==> src/rtl/run_sequencer.sv <==
// run_sequencer
//
// Host-side initiator for the processor's start/halt handshake and its data
// memory. One run does the following:
//   1. Streams an image into data memory (LOAD).
//   2. Holds the processor in start for START_CYC cycles (START).
//   3. Counts cycles until the processor halts or the timeout expires (RUN).
//   4. Streams a result window back out of data memory (DUMP).
// The block then parks in DONE until the next go.
//
// Ports
//   CLK          clock, rising edge
//   reset        synchronous, active-high; aborts to IDLE from any state
//   go           begin a run (sampled only in IDLE/DONE)
//   ld_valid     load byte valid
//   ld_ready     load byte accepted when ld_valid && ld_ready
//   ld_data      load byte
//   du_valid     dump byte valid
//   du_ready     dump byte consumed when du_valid && du_ready
//   du_data      dump byte
//   mem_own      1 = the mem_* outputs drive data memory, else the processor does
//   mem_addr     data memory address
//   mem_we       data memory write enable (LOAD only)
//   mem_wdata    data memory write data
//   mem_rdata    data memory read data, combinational from mem_addr
//   dut_start    processor start / hold-in-reset
//   dut_halt     processor halt
//   busy         state is neither IDLE nor DONE
//   done         run complete, held in DONE
//   timeout      last run was aborted by the timeout, held until next go
//   cycle_count  RUN cycles of the last/current run

module run_sequencer #(
  parameter int          AW        = 8,
  parameter int          LOAD_BASE = 0,
  parameter int          LOAD_LEN  = 256,
  parameter int          DUMP_BASE = 0,
  parameter int          DUMP_LEN  = 256,
  parameter int          START_CYC = 2,
  parameter logic [15:0] TIMEOUT   = 16'hFFFF
) (
  input  logic          CLK,
  input  logic          reset,
  input  logic          go,
  input  logic          ld_valid,
  output logic          ld_ready,
  input  logic [7:0]    ld_data,
  output logic          du_valid,
  input  logic          du_ready,
  output logic [7:0]    du_data,
  output logic          mem_own,
  output logic [AW-1:0] mem_addr,
  output logic          mem_we,
  output logic [7:0]    mem_wdata,
  input  logic [7:0]    mem_rdata,
  output logic          dut_start,
  input  logic          dut_halt,
  output logic          busy,
  output logic          done,
  output logic          timeout,
  output logic [15:0]   cycle_count
);

  typedef enum logic [2:0] {
    S_IDLE, S_LOAD, S_START, S_RUN, S_DUMP, S_DONE
  } state_t;

  // The index counter is wider than AW so that a full 2^AW-byte stream can
  // still be counted to its last element while the address wraps.
  localparam int            IW          = 17;
  localparam logic [IW-1:0] LOAD_LAST   = IW'(LOAD_LEN - 1);
  localparam logic [IW-1:0] DUMP_LAST   = IW'(DUMP_LEN - 1);
  localparam logic [IW-1:0] START_LAST  = IW'(START_CYC - 1);
  localparam logic [AW-1:0] LOAD_BASE_A = AW'(LOAD_BASE);
  localparam logic [AW-1:0] DUMP_BASE_A = AW'(DUMP_BASE);

  state_t        state, state_nxt;
  logic [IW-1:0] idx;
  logic [15:0]   cyc_q;
  logic          timeout_q;
  logic          go_start;
  logic          to_hit;

  assign cycle_count = cyc_q;
  assign timeout     = timeout_q;

  // State register.
  always_ff @(posedge CLK) begin
    if (reset) state <= S_IDLE;
    else       state <= state_nxt;
  end

  // Next-state and output decode. go from IDLE or DONE starts a run; RUN exits
  // on halt first, so a halt that coincides with the timeout is not flagged.
  always_comb begin
    state_nxt = state;
    ld_ready  = 1'b0;
    du_valid  = 1'b0;
    du_data   = 8'h00;
    mem_own   = 1'b0;
    mem_addr  = '0;
    mem_we    = 1'b0;
    mem_wdata = 8'h00;
    dut_start = 1'b0;
    busy      = 1'b0;
    done      = 1'b0;
    go_start  = 1'b0;
    to_hit    = 1'b0;
    case (state)
      S_IDLE: begin
        dut_start = 1'b1;
        if (go) begin
          go_start  = 1'b1;
          state_nxt = (LOAD_LEN > 0) ? S_LOAD : S_START;
        end
      end
      S_LOAD: begin
        dut_start = 1'b1;
        mem_own   = 1'b1;
        ld_ready  = 1'b1;
        mem_we    = ld_valid;
        mem_wdata = ld_data;
        mem_addr  = LOAD_BASE_A + idx[AW-1:0];
        busy      = 1'b1;
        if (ld_valid && idx == LOAD_LAST) state_nxt = S_START;
      end
      S_START: begin
        dut_start = 1'b1;
        busy      = 1'b1;
        if (idx == START_LAST) state_nxt = S_RUN;
      end
      S_RUN: begin
        busy = 1'b1;
        if (dut_halt) begin
          state_nxt = (DUMP_LEN > 0) ? S_DUMP : S_DONE;
        end else if (cyc_q == TIMEOUT) begin
          to_hit    = 1'b1;
          state_nxt = (DUMP_LEN > 0) ? S_DUMP : S_DONE;
        end
      end
      S_DUMP: begin
        mem_own  = 1'b1;
        du_valid = 1'b1;
        du_data  = mem_rdata;
        mem_addr = DUMP_BASE_A + idx[AW-1:0];
        busy     = 1'b1;
        if (du_ready && idx == DUMP_LAST) state_nxt = S_DONE;
      end
      S_DONE: begin
        done = 1'b1;
        if (go) begin
          go_start  = 1'b1;
          state_nxt = (LOAD_LEN > 0) ? S_LOAD : S_START;
        end
      end
      default: state_nxt = S_IDLE;
    endcase
  end

  // Shared index: restarts at 0 on every state change, then counts accepted
  // load bytes, START cycles or dump handshakes depending on the state.
  always_ff @(posedge CLK) begin
    if (reset) begin
      idx <= '0;
    end else if (state_nxt != state) begin
      idx <= '0;
    end else if ((state == S_LOAD && ld_valid) || (state == S_DUMP && du_ready) ||
                 state == S_START) begin
      idx <= idx + 1'b1;
    end
  end

  // Run statistics: cleared by go, counted in RUN until halt or timeout.
  always_ff @(posedge CLK) begin
    if (reset) begin
      cyc_q     <= 16'd0;
      timeout_q <= 1'b0;
    end else if (go_start) begin
      cyc_q     <= 16'd0;
      timeout_q <= 1'b0;
    end else if (state == S_RUN && !dut_halt) begin
      if (to_hit) timeout_q <= 1'b1;
      else        cyc_q     <= cyc_q + 16'd1;
    end
  end

endmodule

==> config.mk <==
export PLATFORM = sky130hd
export DESIGN_NAME = run_sequencer
export DESIGN_NICKNAME = d
export VERILOG_FILES = /design/src/rtl/run_sequencer.sv
export SDC_FILE = /design/constraint.sdc
export NUM_CORES = 1
export LEC_CHECK = 0
export BUFFER_PORTS_ARGS = -buffer_cell sky130_fd_sc_hd__buf_2
export CAP_MARGIN = 20
export CORE_AREA = 4 4 80 82
export DETAILED_ROUTE_END_ITERATION = 8
export DIE_AREA = 0 0 84 86
export GPL_TIMING_DRIVEN = 0
export PLACE_DENSITY = 0.7
export SKIP_LAST_GASP = 1
export SYNTH_ARGS = -nofsm -noshare
export SYNTH_HDL_FRONTEND = slang
export SYNTH_SLANG_ARGS = --single-unit
==> constraint.sdc <==
create_clock -name CLK -period 5.3 [get_ports CLK]
set_input_delay 0.265 -clock CLK [delete_from_list [all_inputs] [get_ports CLK]]
set_output_delay 0.265 -clock CLK [all_outputs]
set_load 0.05 [all_outputs]
# --- Word level (Yosys, flattened, before mapping) ---
# Cells that the tools add are included.
word_totals:
  register_bits: 37
classes:
  n_addsub: 2
  n_eq_ne: 9
  n_mux: 22
  n_bitwise: 1
  n_reduce_logical: 17
ops:
  columns: ["cell", "count"]
  rows:
  - ["8-bit two-way mux", 3]
  - ["3-bit two-way mux", 6]
  - ["17-bit by 1-bit adder with 17-bit output, second input constant", 1]
  - ["17-bit by 1-bit equality test with 1-bit output, second input constant", 1]
  - ["17-bit by 8-bit equality test with 1-bit output, second input constant", 1]
  - ["16-bit by 1-bit adder with 16-bit output, second input constant", 1]
  - ["16-bit equality test, second input constant", 1]
  - ["3-bit case mux with 5 select lines", 1]
  - ["1-bit two-way mux", 12]
  - ["2-bit OR reduction", 4]
  - ["3-bit by 2-bit equality test with 1-bit output, second input constant", 2]
  - ["3-bit equality test, second input constant", 2]
  - ["1-bit logical AND", 5]
  - ["2-bit AND reduction", 2]
  - ["4-bit OR reduction", 1]
  - ["3-bit by 1-bit equality test with 1-bit output, second input constant", 1]
  - ["3-bit zero test", 1]
  - ["3-bit != test", 1]
  - ["3-bit OR reduction", 1]
  - ["1-bit logical OR", 2]
  - ["1-bit zero test", 1]
  - ["1-bit inverter", 1]

# --- Logic depth before layout (Yosys ltp) ---
# Gate-level depths: netlist of the first run.
logic_depth:
  depth_word: 6
  mapped_depth: 9

# --- Least setup slack after synthesis of the first run ---
# Ideal clock, no wire load.
synth_path:
  path_kind: "reg-to-output"
  start: "register state[0]"
  end: "output port mem_addr[0]"
  t_arrival_ns: 2.490
  t_required_ns: 5.035
  setup_slack_ns: 2.545
  stages_incl_launch_ff: 6
  path_cell_list: "dfxtp_1 -> buf_1 -> nor3b_1 -> clkbuf_1 -> nor2_1 -> nor2b_1"
synth_between:
  elab_chain_cells: 3
synth_lines:
  columns: ["item", "line_no", "source"]
  rows:
  - ["start: declaration", "77", "state_t state, state_nxt;"]
  - ["start signal: assignment", "90", "else state <= state_nxt;"]
  - ["3-bit by 1-bit equality test with 1-bit output / 3-bit equality test (equally long branches)", "109", "case (state)"]
  - ["2-bit OR reduction (no line) (*)", null, null]
  - ["8-bit two-way mux (*)", "109", null]
  - ["end: declaration", "52", "output logic [AW-1:0] mem_addr,"]
# Every way passes the cells marked *; elsewhere a longest branch is shown, timed or not.

# --- Worst setup path after layout of the first run ---
layout_path:
  start: "register state[0]"
  end: "output port mem_addr[7]"
# The elaborated chain is that of the path after synthesis.

==> impl_results.md, run 1 <==
* Number of violations of the max-capacitance limit at 0
* Post-synthesis async set-or-reset flop share at 0
* Top-level port count at 70
* Routed WL per cell at 13.8 um
* Die extent in y at 86 um
* Count of cell types in the netlist at 42
* Area of the core at 0.00575 mm2
* Final sum of negative setup slack at 0 ns
* Synth Area in Simple Gates at 0.401
* Number of warnings issued by yosys at 0
* Startpoint Class: flip-flop
* Post-DP HPWL at 4290 um
* Clock Sink Count at 37
* Fmax at 381 MHz
* Fraction of final layout cells sized beyond drive strength 1 at 0.277
* Post-CTS setup buffer count at 0
* Hold Startpoint: reset
* Site row count at 28
* Number of vias after detailed routing at 2,210
* Number of antenna violations at the first check in global routing at 0
* Instance count of the mapped netlist at 268
* Share of cell area taken by muxes after synthesis at 0
* Maximum number of pins on one net before global-route repair at 11
* Clk pin slew, worst setup/hold paths at 0.07 ns
* Final Wtd Congestion at 0.812
* Cell total after placement at 412
* Number of pins with negative max-slew slack in the final report at 0
* P per Cell Area at 201 mW/mm2
* Proportion of synthesized chip area in sequential cells at 0.336
* Reg-to-Reg End: idx[8]
* Number of buffers between clock root and the deepest sink at 2
* Number of DRC violations after detailed-routing iteration 0 at 77
* Register-to-register setup slack at 2.84 ns
* Top cells by count, synth: sky130_fd_sc_hd__dfxtp_1 (37), sky130_fd_sc_hd__xnor2_1 (20), sky130_fd_sc_hd__nor2_1 (18), sky130_fd_sc_hd__a21oi_1 (17), sky130_fd_sc_hd__nor4_1 (17)
* First-pass GRT wire length at 9740 um
* Final cell utilization of the core at 0.473
* Worst slew pin tran at 0.576 ns
* Die Wd at 84 um
* Crit path time final at 2.62 ns
* Remaining DRCs at 0
* Area share of fa/ha/maj cells after synthesis at 0.0170
* Crit path capture type: output port
* Path category of the worst min-delay check: input pin to flip-flop
* Crit path arrival time at 2.36 ns
* Hold bufs inserted after CTS at 0
* Effective utilization at floorplan at 0.384
* Average vias per placed instance at 5.29
* Worst r2r path cells at 7
* Antenna Diode Count at 0
* Start-to-end type of the worst setup path: flip-flop to output port
* Normalized max-slew margin at 0.614
* #FFs+latches synth at 37
* Area of placed instances at 0.00265 mm2
* Terminating pin of the worst hold path: state[2]
* Number of gates given a new drive strength after cts at 0
* Skew-Pair Late Insertion Delay at 0.29 ns
* Most frequent cell after synthesis: sky130_fd_sc_hd__dfxtp_1
* Maximum vdd drop at 111 uV
* Port-buffer cells at 69
* Count of flip-flops with a built-in enable after synthesis at 0
* Summed area of non-filler cells in the final layout at 0.00272 mm2
* Overflow left after global routing at 0
* Final WL at 5770 um
* Post-route ant nets at 0
* Final hold violations at 0
* Post-synthesis xor/xnor area fraction at 0.0913
* Total leakage power at 1.10 nW
* Largest family of logic cells by synthesized area: simple AND/OR/NAND/NOR gates
* CP Max Fanout at 10
* Tcrit/Tclk final at 0.495
* Total global routing track utilization at 0.164
* Hold Path Cell Cnt at 2
* Main flop type after synthesis: sky130_fd_sc_hd__dfxtp_1
* Start of the worst register-to-register path: cycle_count[0]
* Master cell of the clock root buffer: sky130_fd_sc_hd__clkbuf_8
* Clock tree from TritonCTS: done
* Number of nets in the synthesized netlist at 293
* Area enclosed by the die boundary at 0.00722 mm2
* Worst-case hold slack at 0.192 ns
* CTS Buf Count at 5
* P&R area growth vs syn at 23.3%
* Maximum level of the CTS H-tree at 2
* Compound-gate portion of the synthesized area at 0.107
* DRT Pass-1 Iters at 4
* Number of global-route vias before repair at 2,103
* Number of nets in the layout at 369
* Top cell type's share of synthesized area at 0.336
* Mean cell area of the mapped netlist at 8.23 um2
* Final Non-Filler Cells at 418
* Synth Cell Area at 0.00221 mm2
* Number of setup violations in the final report at 0
* Leading post-synthesis cells by cell area: sky130_fd_sc_hd__dfxtp_1 (34%), sky130_fd_sc_hd__xnor2_1 (7.9%), sky130_fd_sc_hd__nor4_1 (4.8%)
* Outcome: finished, final reports clean
* Cell type contributing the most total cell area after synthesis: sky130_fd_sc_hd__dfxtp_1
* Req. time, crit path at 5.04 ns
* Clock tree skew after final layout at 0.00814 ns
* Unrepaired setup endpoints after global routing: false
worst max-delay path by stage:
stage,startpoint,to,slack (ns)
after floorplan,state[0],mem_addr[0],2.54
after global placement,idx[10],idx[7],2.88
after detailed placement,idx[10],idx[10],2.86
after CTS,state[0],mem_addr[7],2.66
after global routing,state[0],mem_addr[3],2.45
final,state[0],mem_addr[7],2.68
state kept, by name (all words and copies together) (netlist names):
register and flops:
state 3, timeout 1, cycle_count 16, idx 17
report_power, final:
| group | leakage (nW) | switching (mW) | internal [mW] |
|---|---|---|---|
| clock network | 0.0399 | 0.100 | 0.0866 |
| logic | 0.761 | 0.0547 | 0.0229 |
| registers | 0.298 | 0.00179 | 0.279 |
metal layers:
metal  vias up  global-route usage  routed length [um]
met2        52               0.280                2770
met3         4              0.0509                 274
met1      1032               0.202                2670
met5         -                   0                   0
li1       1122                   -                   -
met4         0              0.0439                  56
per-stage QoR:
stage | power, mW | worst slack (ns)
after global routing | 0.569 | 2.45
after global placement | 0.364 | 2.88
final | 0.546 | 2.68
after detailed placement | 0.365 | 2.86
after floorplan | 0.342 | 2.54
after CTS | 0.550 | 2.66
logic make-up (layout without fill, tap and decap cells):
group           count (synthesis)  in the layout
compound gates                 40             40
xor+xnor                       23             23
fa+ha+maj                       3              3
buf+inv                        25            100
flops                          37             37
simple gates                  140            140
cell usage in the layout (no fill, tap or decap), types with 2 or more instances in the layout:
master,n
sky130_fd_sc_hd__a21o_1,2
sky130_fd_sc_hd__a21oi_1,17
sky130_fd_sc_hd__a31o_2,2
sky130_fd_sc_hd__a31oi_1,3
sky130_fd_sc_hd__and2_1,10
sky130_fd_sc_hd__and3_1,11
sky130_fd_sc_hd__and4_1,2
sky130_fd_sc_hd__buf_2,75
sky130_fd_sc_hd__clkbuf_1,7
sky130_fd_sc_hd__clkbuf_8,5
sky130_fd_sc_hd__dfxtp_1,37
sky130_fd_sc_hd__ha_1,3
sky130_fd_sc_hd__inv_1,10
sky130_fd_sc_hd__nand2_1,16
sky130_fd_sc_hd__nand3_1,12
sky130_fd_sc_hd__nand4_1,4
sky130_fd_sc_hd__nor2_1,18
sky130_fd_sc_hd__nor2b_1,7
sky130_fd_sc_hd__nor3_1,7
sky130_fd_sc_hd__nor3b_1,4
sky130_fd_sc_hd__nor4_1,17
sky130_fd_sc_hd__nor4_2,4
sky130_fd_sc_hd__nor4_4,2
sky130_fd_sc_hd__nor4b_1,3
sky130_fd_sc_hd__o21a_1,2
sky130_fd_sc_hd__o21ai_0,8
sky130_fd_sc_hd__o31ai_1,4
sky130_fd_sc_hd__or3_1,7
sky130_fd_sc_hd__or4_1,7
sky130_fd_sc_hd__or4bb_1,2
sky130_fd_sc_hd__xnor2_1,20
sky130_fd_sc_hd__xor2_1,3
cell type report:
class | instances | area (um2)
plain buffers | 15 | 67.6
clock buffers | 5 | 68.8
clock inverters | 1 | 5.00
fillers | 602 | 3030
inverters | 10 | 37.5
multi-input cells | 206 | 1360
flip-flops and latches | 37 | 741
well taps | 75 | 93.8
repair buffers | 69 | 345
critical path, stage by stage, from the launching register on:
cell and delay (ns):
sky130_fd_sc_hd__dfxtp_1 0.40, sky130_fd_sc_hd__buf_1 0.36, sky130_fd_sc_hd__nor2_1 0.24, sky130_fd_sc_hd__and2_1 0.26, sky130_fd_sc_hd__nor2_1 0.47, sky130_fd_sc_hd__nor2b_1 0.09, sky130_fd_sc_hd__buf_2 0.23
(Power assumes the default switching activity.)
==> run 2, diff against run 1 <==
- PLACE_DENSITY: 0.7 -> 0.73
- clock period: 5.3 -> 2.4 ns (I/O delays scaled with it)
==> impl_results.md, run 2 (synthesized netlist as in run 1, its figures left out) <==
* Antenna Diode Count at 0 (unchanged)
* Largest register FFs at 17 (unchanged)
* Number of pins with negative max-slew slack in the final report at 0 (unchanged)
* Number of setup violations in the final report at 0 (unchanged)
* Register with the most flip-flops: idx
* Number of buffers between clock root and the deepest sink at 2 (unchanged)
* P&R area growth vs syn at 30.0%
* Area of placed instances at 0.00265 mm2 (+0.14%)
* Crit path arrival time at 2.47 ns (+0.11 ns)
* Post-DP HPWL at 4370 um (+1.7%)
* Master cell of the clock root buffer: sky130_fd_sc_hd__clkbuf_8
* Startpoint Class: flip-flop
* Port-buffer cells at 69 (unchanged)
* P per Cell Area at 435 mW/mm2 (+120%)
* Register-to-register setup slack at 0.15 ns (-2.69 ns)
* Final Non-Filler Cells at 425 (+1.7%)
* Normalized max-slew margin at 0.652 (+0.0372)
* Unrepaired setup endpoints after global routing: true
* Top-level port count at 70 (unchanged)
* Number of global-route vias before repair at 2,133 (+1.4%)
* Number of antenna violations at the first check in global routing at 0 (unchanged)
* Site row count at 28 (unchanged)
* Clk pin slew, worst setup/hold paths at 0.08 ns (about the same)
* Number of nets in the layout at 374 (+1.4%)
* DRT Pass-1 Iters at 4 (unchanged)
* Remaining DRCs at 0 (unchanged)
* Summed area of non-filler cells in the final layout at 0.00287 mm2 (+5.5%)
* Area of the core at 0.00575 mm2 (unchanged)
* Worst slew pin tran at 0.521 ns (-0.0556 ns)
* Number of vias after detailed routing at 2,248 (+1.7%)
* Maximum vdd drop at 379 uV (+240%)
* Post-route ant nets at 0 (unchanged)
* Hold bufs inserted after CTS at 0 (unchanged)
* Cell total after placement at 412 (unchanged)
* Path category of the worst min-delay check: input pin to flip-flop
* Area enclosed by the die boundary at 0.00722 mm2 (unchanged)
* Hold Path Cell Cnt at 2 (unchanged)
* Number of DRC violations after detailed-routing iteration 0 at 73 (-5.2%)
* Start point of the critical path: state[0]
* Overflow left after global routing at 0 (unchanged)
* Final Wtd Congestion at 0.866 (+6.7%)
* Commonest non-fill, non-tap cell in the layout: sky130_fd_sc_hd__buf_2
* Start of the worst register-to-register path: state[0]
* Tcrit/Tclk final at 0.939
* Clock tree skew after final layout at 0.00436 ns (-0.00379 ns)
* Clock tree from TritonCTS: done
* Number of violations of the max-capacitance limit at 0 (unchanged)
* Outcome: finished, final reports clean
* Maximum level of the CTS H-tree at 2 (unchanged)
* Final hold violations at 0 (unchanged)
* Clock Sink Count at 37 (unchanged)
* Die extent in y at 86 um (unchanged)
* Crit path capture type: flip-flop
* Final WL at 6010 um (+4.1%)
* Final sum of negative setup slack at 0 ns (unchanged)
* Average vias per placed instance at 5.29 (about the same)
* Routed WL per cell at 14.1 um (+2.4%)
* Total leakage power at 1.14 nW (+4.2%)
* CTS Buf Count at 5 (unchanged)
* CP Max Fanout at 10 (unchanged)
* Reg-to-Reg End: cycle_count[13]
* Start-to-end type of the worst setup path: flip-flop to flip-flop
* Worst r2r path cells at 6 (-1)
* Fmax at 444 MHz
* Commonest cells after routing, fill and taps aside: sky130_fd_sc_hd__buf_2 (73), sky130_fd_sc_hd__dfxtp_1 (34), sky130_fd_sc_hd__xnor2_1 (20)
* First-pass GRT wire length at 9760 um (+0.22%)
* Req. time, crit path at 2.62 ns (-2.42 ns)
* Die Wd at 84 um (unchanged)
* Maximum number of pins on one net before global-route repair at 13 (+2)
* Effective utilization at floorplan at 0.384 (unchanged)
* Crit path time final at 2.25 ns
* Fraction of final layout cells sized beyond drive strength 1 at 0.334 (+0.0573)
* Skew-Pair Late Insertion Delay at 0.29 ns (about the same)
* End point of the critical path: cycle_count[13]
* Total global routing track utilization at 0.162 (-0.00249)
[run 2: changes by cell type in the layout (fill, tap and decap cells not counted), moves of 3 or more]
cell,change
sky130_fd_sc_hd__nor4_1,-7
sky130_fd_sc_hd__buf_4,+5
sky130_fd_sc_hd__nor4_2,+5
sky130_fd_sc_hd__dfxtp_1,-3
sky130_fd_sc_hd__dfxtp_2,+3
[run 2: timing repair]
item,CTS,global route
buffers inserted,2,3
resized for setup,2,17
pin swaps,1,5
setup endpoints to repair,17,24
[run 2: routing by layer]
layer	vias to the layer above	global-route usage	part of all wire
met4	0	0.0395	0.0075
met3	4	0.0365	0.049
met5	-	0	0
met1	1060	0.203	0.44
li1	1135	-	-
met2	49	0.283	0.50
[run 2: worst max-delay path, stage by stage, from the launching register on]
cell and delay (ns):
sky130_fd_sc_hd__dfxtp_1 0.40, sky130_fd_sc_hd__nand2_1 0.11, sky130_fd_sc_hd__or3_4 0.37, sky130_fd_sc_hd__or4b_1 0.55
sky130_fd_sc_hd__buf_2 0.20, sky130_fd_sc_hd__or4_1 0.40, sky130_fd_sc_hd__a21oi_1 0.15
[run 2: cell type report]
class | count | area, um2
buffer | 15 | 77.6
clock buffer | 5 | 68.8
clock inverter | 3 | 17.5
fill | 566 | 2880
inverter | 10 | 37.5
multi-input combinational | 206 | 1450
sequential | 37 | 744
tap | 75 | 93.8
timing repair buffer | 74 | 383
[run 2: worst min path at each step]
stage,from,to
floorplan,reset,state[1]
global placement,reset,state[1]
detailed placement,reset,state[1]
CTS,reset,state[2]
global route,reset,state[2]
finish,reset,state[1]
[run 2: through the flow]
step	setup WS, ns	total power [mW]	hold WS (ns)	util
floorplan	-0.210	0.755	0.189	-
global placement	0.0260	0.803	0.364	0.461
detailed placement	-0.00242	0.806	0.362	0.461
CTS	0.0160	1.24	0.0587	0.481
global route	-0.0263	1.29	0.0676	0.499
finish	0.147	1.25	0.0584	0.499
[run 2: power by group]
group | internal, mW | switching (mW)
Clock | 0.201 | 0.237
Combinational | 0.0600 | 0.129
Sequential | 0.616 | 0.00419
==> run 3, diff against run 2 <==
- BUFFER_PORTS_ARGS: -buffer_cell sky130_fd_sc_hd__buf_2 -> -buffer_cell sky130_fd_sc_hd__clkbuf_2
==> impl_results.md, run 3 (synthesized netlist as in run 1, its figures left out) <==
* Outcome: finished, final reports clean
* P per Cell Area at 441 mW/mm2 (+1.5%)
* Path category of the worst min-delay check: input pin to flip-flop
* Maximum level of the CTS H-tree at 2 (unchanged)
* Routed WL per cell at 13.6 um (-3.7%)
* P&R area growth vs syn at 27.7%
* Number of DRC violations after detailed-routing iteration 0 at 105 (+44%)
* Master cell of the clock root buffer: sky130_fd_sc_hd__clkbuf_8
* Hold bufs inserted after CTS at 0 (unchanged)
* Final Non-Filler Cells at 425 (unchanged)
* Area of the core at 0.00575 mm2 (unchanged)
* Cell total after placement at 412 (unchanged)
* Die extent in y at 86 um (unchanged)
* Area of placed instances at 0.00265 mm2 (unchanged)
* Number of setup violations in the final report at 0 (unchanged)
* Worst-case hold slack at 0.0665 ns (+0.00811 ns)
* Final Wtd Congestion at 0.868 (+0.17%)
* Post-route ant nets at 0 (unchanged)
* Total leakage power at 1.12 nW (-2.6%)
* Number of pins with negative max-slew slack in the final report at 0 (unchanged)
* Number of nets in the layout at 374 (unchanged)
* Maximum vdd drop at 290 uV (-23%)
* CTS Buf Count at 5 (unchanged)
* Largest register FFs at 17 (unchanged)
* Met3 wire len at 246 um (-16%)
* Number of antenna violations at the first check in global routing at 0 (unchanged)
* Clk pin slew, worst setup/hold paths at 0.08 ns (about the same)
* Final cell utilization of the core at 0.490 (-0.00893)
* Start-to-end type of the worst setup path: flip-flop to flip-flop
* Site row count at 28 (unchanged)
* Commonest non-fill, non-tap cell in the layout: sky130_fd_sc_hd__clkbuf_2
* Unrepaired setup endpoints after global routing: true
* Number of violations of the max-capacitance limit at 0 (unchanged)
* Final WL at 5790 um (-3.7%)
* Total global routing track utilization at 0.160 (-0.00191)
* Fraction of final layout cells sized beyond drive strength 1 at 0.320 (-0.0143)
* Fmax at 440 MHz (-0.81%)
* First-pass GRT wire length at 9690 um (-0.64%)
* Average vias per placed instance at 5.27 (-0.31%)
* Post-DP HPWL at 4320 um (-0.96%)
* Crit path arrival time at 2.45 ns (-0.02 ns)
* Top-level port count at 70 (unchanged)
* Commonest cells after routing, fill and taps aside: sky130_fd_sc_hd__clkbuf_2 (71), sky130_fd_sc_hd__dfxtp_1 (34), sky130_fd_sc_hd__xnor2_1 (20)
* Crit path capture type: flip-flop
* Antenna Diode Count at 0 (unchanged)
* Top routing layer in use: met4
* Skew-Pair Late Insertion Delay at 0.30 ns (about the same)
* DRT Pass-1 Iters at 4 (unchanged)
* Req. time, crit path at 2.58 ns (-0.04 ns)
* Normalized max-slew margin at 0.702 (+0.0507)
* Clock tree skew after final layout at 0.00949 ns (+0.00513 ns)
* Register with the most flip-flops: idx
* Number of global-route vias before repair at 2,089 (-2.1%)
* Die Wd at 84 um (unchanged)
* Worst slew pin tran at 0.447 ns (-0.0741 ns)
* Filler Cell Count at 586 (+3.5%)
* Met2 Routed Length at 2880 um (-4.2%)
* Startpoint Class: flip-flop
* Tcrit/Tclk final at 0.946 (+0.00770)
* Final hold violations at 0 (unchanged)
* Clock Sink Count at 37 (unchanged)
* CP Max Fanout at 10 (unchanged)
* Effective utilization at floorplan at 0.384 (unchanged)
* Overflow left after global routing at 0 (unchanged)
* Number of vias after detailed routing at 2,241 (-0.31%)
* Number of buffers between clock root and the deepest sink at 2 (unchanged)
* Summed area of non-filler cells in the final layout at 0.00282 mm2 (-1.8%)
* Crit path time final at 2.27 ns (+0.0185 ns)
* Remaining DRCs at 0 (unchanged)
* Port-buffer cells at 69 (unchanged)
* Routed length on met1 at 2610 um (-2.1%)
* Area enclosed by the die boundary at 0.00722 mm2 (unchanged)
* Maximum number of pins on one net before global-route repair at 13 (unchanged)
* Clock tree from TritonCTS: done
-- run 3: cell types whose count changed in the layout (fill, tap and decap cells not counted), sizes merged --
cell and delta:
buf -70, clkbuf +70
-- run 3: per-stage QoR --
step | setup TNS [ns] | setup WS [ns] | power (mW)
after floorplan | -1.64 | -0.210 | 0.755
after global placement | 0 | 0.0222 | 0.804
after detailed placement | 0 | 0.0156 | 0.806
after CTS | 0 | 0.00836 | 1.24
after global routing | -0.257 | -0.0338 | 1.29
final | 0 | 0.129 | 1.24
-- run 3: final timing paths --
| check | depth (start not counted) | startpoint | to | slack (ns) |
|---|---|---|---|---|
| setup / recovery | 6 | idx[10] | idx[1] | 0.13 |
| hold / removal | 2 | reset | state[1] | 0.07 |
| setup reg to reg | 6 | idx[10] | idx[1] | 0.13 |
| hold reg to reg | 2 | timeout | timeout | 0.49 |
-- run 3: area by class of cell --
| type | count | area (um2) | area share |
|---|---|---|---|
| Buffer | 15 | 78.8 | 0.0280 |
| Clock buffer | 5 | 68.8 | 0.0244 |
| Clock inverter | 3 | 17.5 | 0.00622 |
| Inverter | 10 | 37.5 | 0.0133 |
| Multi-Input combinational cell | 206 | 1390 | 0.494 |
| Sequential cell | 37 | 744 | 0.264 |
| Tap cell | 75 | 93.8 | 0.0333 |
| Timing Repair Buffer | 74 | 383 | 0.136 |
-- run 3: metal layers --
layer,GRT usage,up-vias
met1,0.205,1056
met4,0.0380,0
met5,0,-
met2,0.274,45
met3,0.0375,4
li1,-,1136
-- run 3: report_power, final --
group	switching (mW)	total (mW)	internal, mW
registers	0.00398	0.620	0.616
logic	0.124	0.181	0.0564
clock network	0.241	0.442	0.201
total	0.370	1.24	0.873
-- run 3: worst max-delay path: stages (launching register included) --
cell and delay, ns:
sky130_fd_sc_hd__dfxtp_1 0.36, sky130_fd_sc_hd__or4_1 0.59, sky130_fd_sc_hd__nor4_4 0.25, sky130_fd_sc_hd__a31oi_1 0.21, sky130_fd_sc_hd__nor4_4 0.47, sky130_fd_sc_hd__buf_6 0.22, sky130_fd_sc_hd__nor3_1 0.07
-- run 3: repair_timing --
item / 4_1_cts / 5_1_grt
setup buffers: 0 / 5
setup endpoints to repair: 9 / 27
gates resized for setup: 1 / 11
pin swaps: 0 / 5
